[src/rtl/axi_default_slave.sv]
// ============================================================================
// axi_default_slave
// ----------------------------------------------------------------------------
// Purpose:
//   Terminates AXI transactions whose address matched no mapped slave region
//   (the decoder's VALID_SDEFAULT / READY_SDEFAULT leg). Every write is
//   answered with a single DECERR B response once WLAST has been seen. Every
//   read is answered with ARLEN+1 beats of zero data carrying DECERR.
//   The read and write channels each have their own state machine and run
//   fully concurrently.
//
// Ports:
//   clk, rst             clock, asynchronous active-high reset
//   AW*                  write address (AWLEN ignored, WLAST ends the burst)
//   W*                   write data (accepted and discarded)
//   B*                   write response (BRESP always 2'b11)
//   AR*                  read address
//   R*                   read data (RDATA always 0, RRESP always 2'b11)
//   ERR_CNT[15:0]        saturating count of accepted AW+AR handshakes,
//                        present only when AXI_DEFAULT_SLAVE_ERRCNT_EN is
//                        defined
//
// Configuration macro:
//   AXI_DEFAULT_SLAVE_ERRCNT_EN  - adds the ERR_CNT output and its counter.
//
// All handshake outputs decode from registered state only, so there is no
// combinational path from any input to any output.
// ============================================================================
`timescale 1ns/1ps

module axi_default_slave #(
    parameter int ID_W   = 8,
    parameter int DATA_W = 32,
    parameter int LEN_W  = 4
) (
    input  logic              clk,
    input  logic              rst,
    // write address
    input  logic [ID_W-1:0]   AWID,
    input  logic [LEN_W-1:0]  AWLEN,
    input  logic              AWVALID,
    output logic              AWREADY,
    // write data
    input  logic [DATA_W-1:0] WDATA,
    input  logic              WLAST,
    input  logic              WVALID,
    output logic              WREADY,
    // write response
    output logic [ID_W-1:0]   BID,
    output logic [1:0]        BRESP,
    output logic              BVALID,
    input  logic              BREADY,
    // read address
    input  logic [ID_W-1:0]   ARID,
    input  logic [LEN_W-1:0]  ARLEN,
    input  logic              ARVALID,
    output logic              ARREADY,
    // read data
    output logic [ID_W-1:0]   RID,
    output logic [DATA_W-1:0] RDATA,
    output logic [1:0]        RRESP,
    output logic              RLAST,
    output logic              RVALID,
    input  logic              RREADY
`ifdef AXI_DEFAULT_SLAVE_ERRCNT_EN
    ,
    output logic [15:0]       ERR_CNT
`endif
);

    typedef enum logic [1:0] {W_IDLE, W_DATA, W_RESP} w_state_t;
    typedef enum logic       {R_IDLE, R_DATA}         r_state_t;

    w_state_t          w_state_q, w_state_d;
    r_state_t          r_state_q, r_state_d;
    logic [ID_W-1:0]   bid_q,     bid_d;
    logic [ID_W-1:0]   rid_q,     rid_d;
    logic [LEN_W-1:0]  rlen_q,    rlen_d;
    logic [LEN_W-1:0]  rcnt_q,    rcnt_d;

    // Write data and the write burst length carry no information for an
    // error responder; they are deliberately dropped.
    logic unused_inputs;
    assign unused_inputs = &{1'b0, AWLEN, WDATA};

    // ------------------------------------------------------------------
    // Output decode (registered state only)
    // ------------------------------------------------------------------
    assign AWREADY = (w_state_q == W_IDLE);
    assign WREADY  = (w_state_q == W_DATA);
    assign BVALID  = (w_state_q == W_RESP);
    assign BID     = bid_q;
    assign BRESP   = 2'b11;

    assign ARREADY = (r_state_q == R_IDLE);
    assign RVALID  = (r_state_q == R_DATA);
    // The counter stops at the captured length, so LEN=15 gives exactly
    // 16 beats without the counter ever wrapping.
    assign RLAST   = (r_state_q == R_DATA) && (rcnt_q == rlen_q);
    assign RID     = rid_q;
    assign RDATA   = '0;
    assign RRESP   = 2'b11;

    // ------------------------------------------------------------------
    // Next-state logic
    // ------------------------------------------------------------------
    always_comb begin
        w_state_d = w_state_q;
        bid_d     = bid_q;
        case (w_state_q)
            W_IDLE: begin
                if (AWVALID) begin
                    bid_d     = AWID;
                    w_state_d = W_DATA;
                end
            end
            W_DATA: begin
                // No beat limit: only WLAST ends the burst.
                if (WVALID && WLAST) begin
                    w_state_d = W_RESP;
                end
            end
            W_RESP: begin
                if (BREADY) begin
                    w_state_d = W_IDLE;
                end
            end
            default: w_state_d = W_IDLE;
        endcase
    end

    always_comb begin
        r_state_d = r_state_q;
        rid_d     = rid_q;
        rlen_d    = rlen_q;
        rcnt_d    = rcnt_q;
        case (r_state_q)
            R_IDLE: begin
                if (ARVALID) begin
                    rid_d     = ARID;
                    rlen_d    = ARLEN;
                    rcnt_d    = '0;
                    r_state_d = R_DATA;
                end
            end
            R_DATA: begin
                if (RREADY) begin
                    if (RLAST) begin
                        r_state_d = R_IDLE;
                    end else begin
                        rcnt_d = rcnt_q + 1'b1;
                    end
                end
            end
            default: r_state_d = R_IDLE;
        endcase
    end

    // ------------------------------------------------------------------
    // State registers
    // ------------------------------------------------------------------
    always_ff @(posedge clk or posedge rst) begin
        if (rst) begin
            w_state_q <= W_IDLE;
            r_state_q <= R_IDLE;
            bid_q     <= '0;
            rid_q     <= '0;
            rlen_q    <= '0;
            rcnt_q    <= '0;
        end else begin
            w_state_q <= w_state_d;
            r_state_q <= r_state_d;
            bid_q     <= bid_d;
            rid_q     <= rid_d;
            rlen_q    <= rlen_d;
            rcnt_q    <= rcnt_d;
        end
    end

`ifdef AXI_DEFAULT_SLAVE_ERRCNT_EN
    // ------------------------------------------------------------------
    // Saturating error counter: +1 per AW or AR handshake, +2 when both
    // land in the same cycle. The sum is formed one bit wider so a +2 from
    // 16'hFFFE still clamps to 16'hFFFF.
    // ------------------------------------------------------------------
    logic [15:0] err_cnt_q, err_cnt_d;
    logic        aw_hs, ar_hs;
    logic [16:0] err_sum;

    assign aw_hs   = AWVALID && AWREADY;
    assign ar_hs   = ARVALID && ARREADY;
    assign err_sum = {1'b0, err_cnt_q} + {16'd0, aw_hs} + {16'd0, ar_hs};

    always_comb begin
        err_cnt_d = err_sum[16] ? 16'hFFFF : err_sum[15:0];
    end

    always_ff @(posedge clk or posedge rst) begin
        if (rst) begin
            err_cnt_q <= '0;
        end else begin
            err_cnt_q <= err_cnt_d;
        end
    end

    assign ERR_CNT = err_cnt_q;
`endif

endmodule

[config.mk]
export PLATFORM = sky130hd
export DESIGN_NAME = axi_default_slave
export DESIGN_NICKNAME = d
export VERILOG_FILES = /design/src/rtl/axi_default_slave.sv
export SDC_FILE = /design/constraint.sdc
export NUM_CORES = 1
export LEC_CHECK = 0
export CAP_MARGIN = 20
export CORE_UTILIZATION = 35
export DETAILED_ROUTE_END_ITERATION = 16
export HOLD_SLACK_MARGIN = 0.12
export PLACE_DENSITY = 0.87
export SYNTH_ARGS = -nofsm -noshare
export SYNTH_HDL_FRONTEND = slang
export SYNTH_SLANG_ARGS = --single-unit
[constraint.sdc]
create_clock -name clk -period 3.2 [get_ports clk]
set_clock_uncertainty 0.2 [all_clocks]
set_input_delay 0.48 -clock clk [delete_from_list [all_inputs] [get_ports clk]]
set_output_delay 0.48 -clock clk [all_outputs]
set_load 0.02 [all_outputs]
==> results.ini <==
[drt]
via_per_inst = 4.338
dr_total_vias = 1002
routed_wirelength_microns = 2369
dr.pass1.iters = 6
wire_per_inst_microns = 10.26
drt_iter0_markers = 14
final_antenna_net_count = 0
drc = 0

[finish]
final_common_cell = clkdlybuf4s50_1
final_cell_mix = 49 x clkdlybuf4s50_1, 36 x conb_1, 26 x dfrtp_1, 19 x mux2_2
diodes = 0
area_delta_synth_final_pct = 32.31
nets = 247
final_area_sq_um = 1937
drive_above_1_share = 0.1657

[timing]
worst_slew_margin_rel = 0.6219
fin_crit_sh = 0.9493
period_needed_ps = 3038
drv_slew = 0
setup_viol = 0
finalHoldViolations = 0
fin_tns_setup_ps = 0
max_freq_ghz = 0.3292
tightest_slew_ps = 566.6
rsz0062_at_grt = false

[die]
pin_count = 122
rows = 23
chipHeight_microns = 66.67
chipWidth_microns = 66.67
initial_core_util = 0.3660
die_area_sq_um = 4445
coreArea_sq_um = 4000

[critical_path]
crit_path_max_fanout = 10
start_kind = flop
required_ps = 2520
cp.depth = 5
critPathBufInv = 3
cp-end-kind = output port
r2r_slack_ps = 1160
crit_slowest_cell = clkdlybuf4s50_1
r2r_cells = 4
cp_top_family = buffers and inverters
crit_chain = inv_2, a2111o_1, or3_4, inv_1, clkdlybuf4s50_1
crit_arrival_ps = 2360
slowest_delay_ps = 600
crit_type = reg -> out

[worst_hold_path]
min_path_cells = 1
hold_path_class = reg -> reg

[cts]
clock-sinks = 27
numCtsBuffers = 3
cts_max_level = 1
clk_pin_slew_ps = 90
clk_path_buf_depth = 2
cts-root-buf = clkbuf_8
cts_tree = yes
clock_latency_ps = 270
cts_hold_buf = 0

[run]
max_cap_violations = 0

[power]
ir_drop_uv = 412.8
powerDensity_nw_per_um2 = 904.2
finalPower_w = 0.001751
p_leak_nw = 0.8806

[synthesis]
synth.avg_cell_area_sq_um = 11.17
postSynthCellCount = 131
ys_seq_area_frac = 0.4615
ys_types = 28
synth-seq-cells = 27
netlist_area_sq_um = 1464
yosysWarnings = 0

[global_route]
grt.overflow.total = 0
antenna_found_initial = 0
grt_max_degree = 28
grt_pass1_vias = 883
track_usage = 0.1146
grt_pass1_wl_microns = 3912

[outcome]
status = complete, no violations

[place]
postPlaceCellArea_sq_um = 1863
dp_hpwl_microns = 1870
io_buffers = 49
gp_congestion = 0.8314

-- metrics by stage --
step                utilization  cells  setup slack (ps)  hold WS, ps
floorplan                     -    165             859.7        286.4
global placement         0.4657    226             400.7        288.7
detailed placement       0.4657    226             375.6        294.9
CTS                      0.4770    230             68.81        315.9
global route             0.4842    231             80.04        330.8
finish                   0.4842    231             162.1        309.6
-- flip-flops by register name (all words and copies together) (netlist names) --
name,flops
RVALID,1
rcnt_q,4
RID,8
rlen_q,4
w_state_q,2
BID,8
-- final timing paths --
| check | to | from |
|---|---|---|
| worst max-delay path | RLAST | RVALID |
| worst min-delay path | BID[7] | BID[7] |
| worst max register to register | rcnt_q[2] | RVALID |
| worst min register to register | BID[7] | BID[7] |
| max in group asynchronous | RVALID | rst |
| min in group asynchronous | RID[0] | rst |
-- per-layer routing --
metal  routed length, microns  vias up  part of all wire  global-route usage
met4                       15        0            0.0063             0.03191
li1                         -      476                 -                   -
met3                      181        2             0.076             0.03596
met5                        0        -                 0                   0
met1                      957      479              0.40              0.1404
met2                     1215       45              0.51              0.1919
-- cell type report --
class | instances | area [sq um]
timing repair buffer | 51 | 525.5
fill | 373 | 2063
clock buffer | 4 | 45.04
tap | 50 | 62.56
multi-input combinational | 93 | 604.3
inverter | 6 | 22.52
sequential | 27 | 676.9
-- cell usage after synthesis --
cell | instances | share of area
inv_2 | 1 | 0.0026
nand2_1 | 5 | 0.013
and2_1 | 1 | 0.0043
o221ai_1 | 1 | 0.0060
xor2_1 | 1 | 0.0060
a2111o_1 | 1 | 0.0077
a32o_1 | 1 | 0.0068
nor3_1 | 2 | 0.0068
dfrtp_1 | 27 | 0.46
and3_2 | 3 | 0.015
nand4_1 | 1 | 0.0043
o32ai_1 | 1 | 0.0060
nor4_1 | 1 | 0.0043
a21o_1 | 1 | 0.0051
nand2b_1 | 1 | 0.0043
ha_1 | 1 | 0.0085
inv_1 | 5 | 0.013
buf_6 | 1 | 0.0077
a221o_1 | 4 | 0.027
clkbuf_1 | 2 | 0.0051
buf_4 | 36 | 0.18
o21ai_0 | 1 | 0.0034
mux2_2 | 19 | 0.15
nor2_1 | 5 | 0.013
nor2b_1 | 5 | 0.021
a21oi_1 | 1 | 0.0034
conb_1 | 2 | 0.0051
or3_4 | 1 | 0.0077
-- where the power goes --
group / internal (W) / switching, W / total, W
Sequential: 0.000510 / 0.000115 / 0.000625
Combinational: 0.000496 / 0.000443 / 0.000938
Clock: 0.0000890 / 0.0000988 / 0.000188
Total: 0.00110 / 0.000656 / 0.00175
-- logic make-up (layout without fill, tap and decap cells) --
logic type | count (synthesis) | count (layout) | synth area share
buffers and inverters | 45 | 61 | 0.2128
flip-flops | 27 | 27 | 0.4615
AND/OR/NAND/NOR | 25 | 25 | 0.09403
multiplexers | 19 | 19 | 0.1462
AO/OA/AOI/OAI | 11 | 11 | 0.06581
other | 2 | 36 | 0.005130
adder cells (fa/ha/maj) | 1 | 1 | 0.008546
XOR/XNOR | 1 | 1 | 0.005984
-- worst register-to-register path: cells and delay by family (launching register included) --
kind	cells	cell delay, ps
AOI/OAI and AO/OA	2	760
buffers and inverters	1	80
DFF	1	460
and+or+nand+nor	1	430
-- what timing repair did --
item	CTS	global route
resized for setup	0	1
setup endpoints to repair	0	1
setup buffers	0	0
Note: power is estimated with default switching activity, not from simulation.
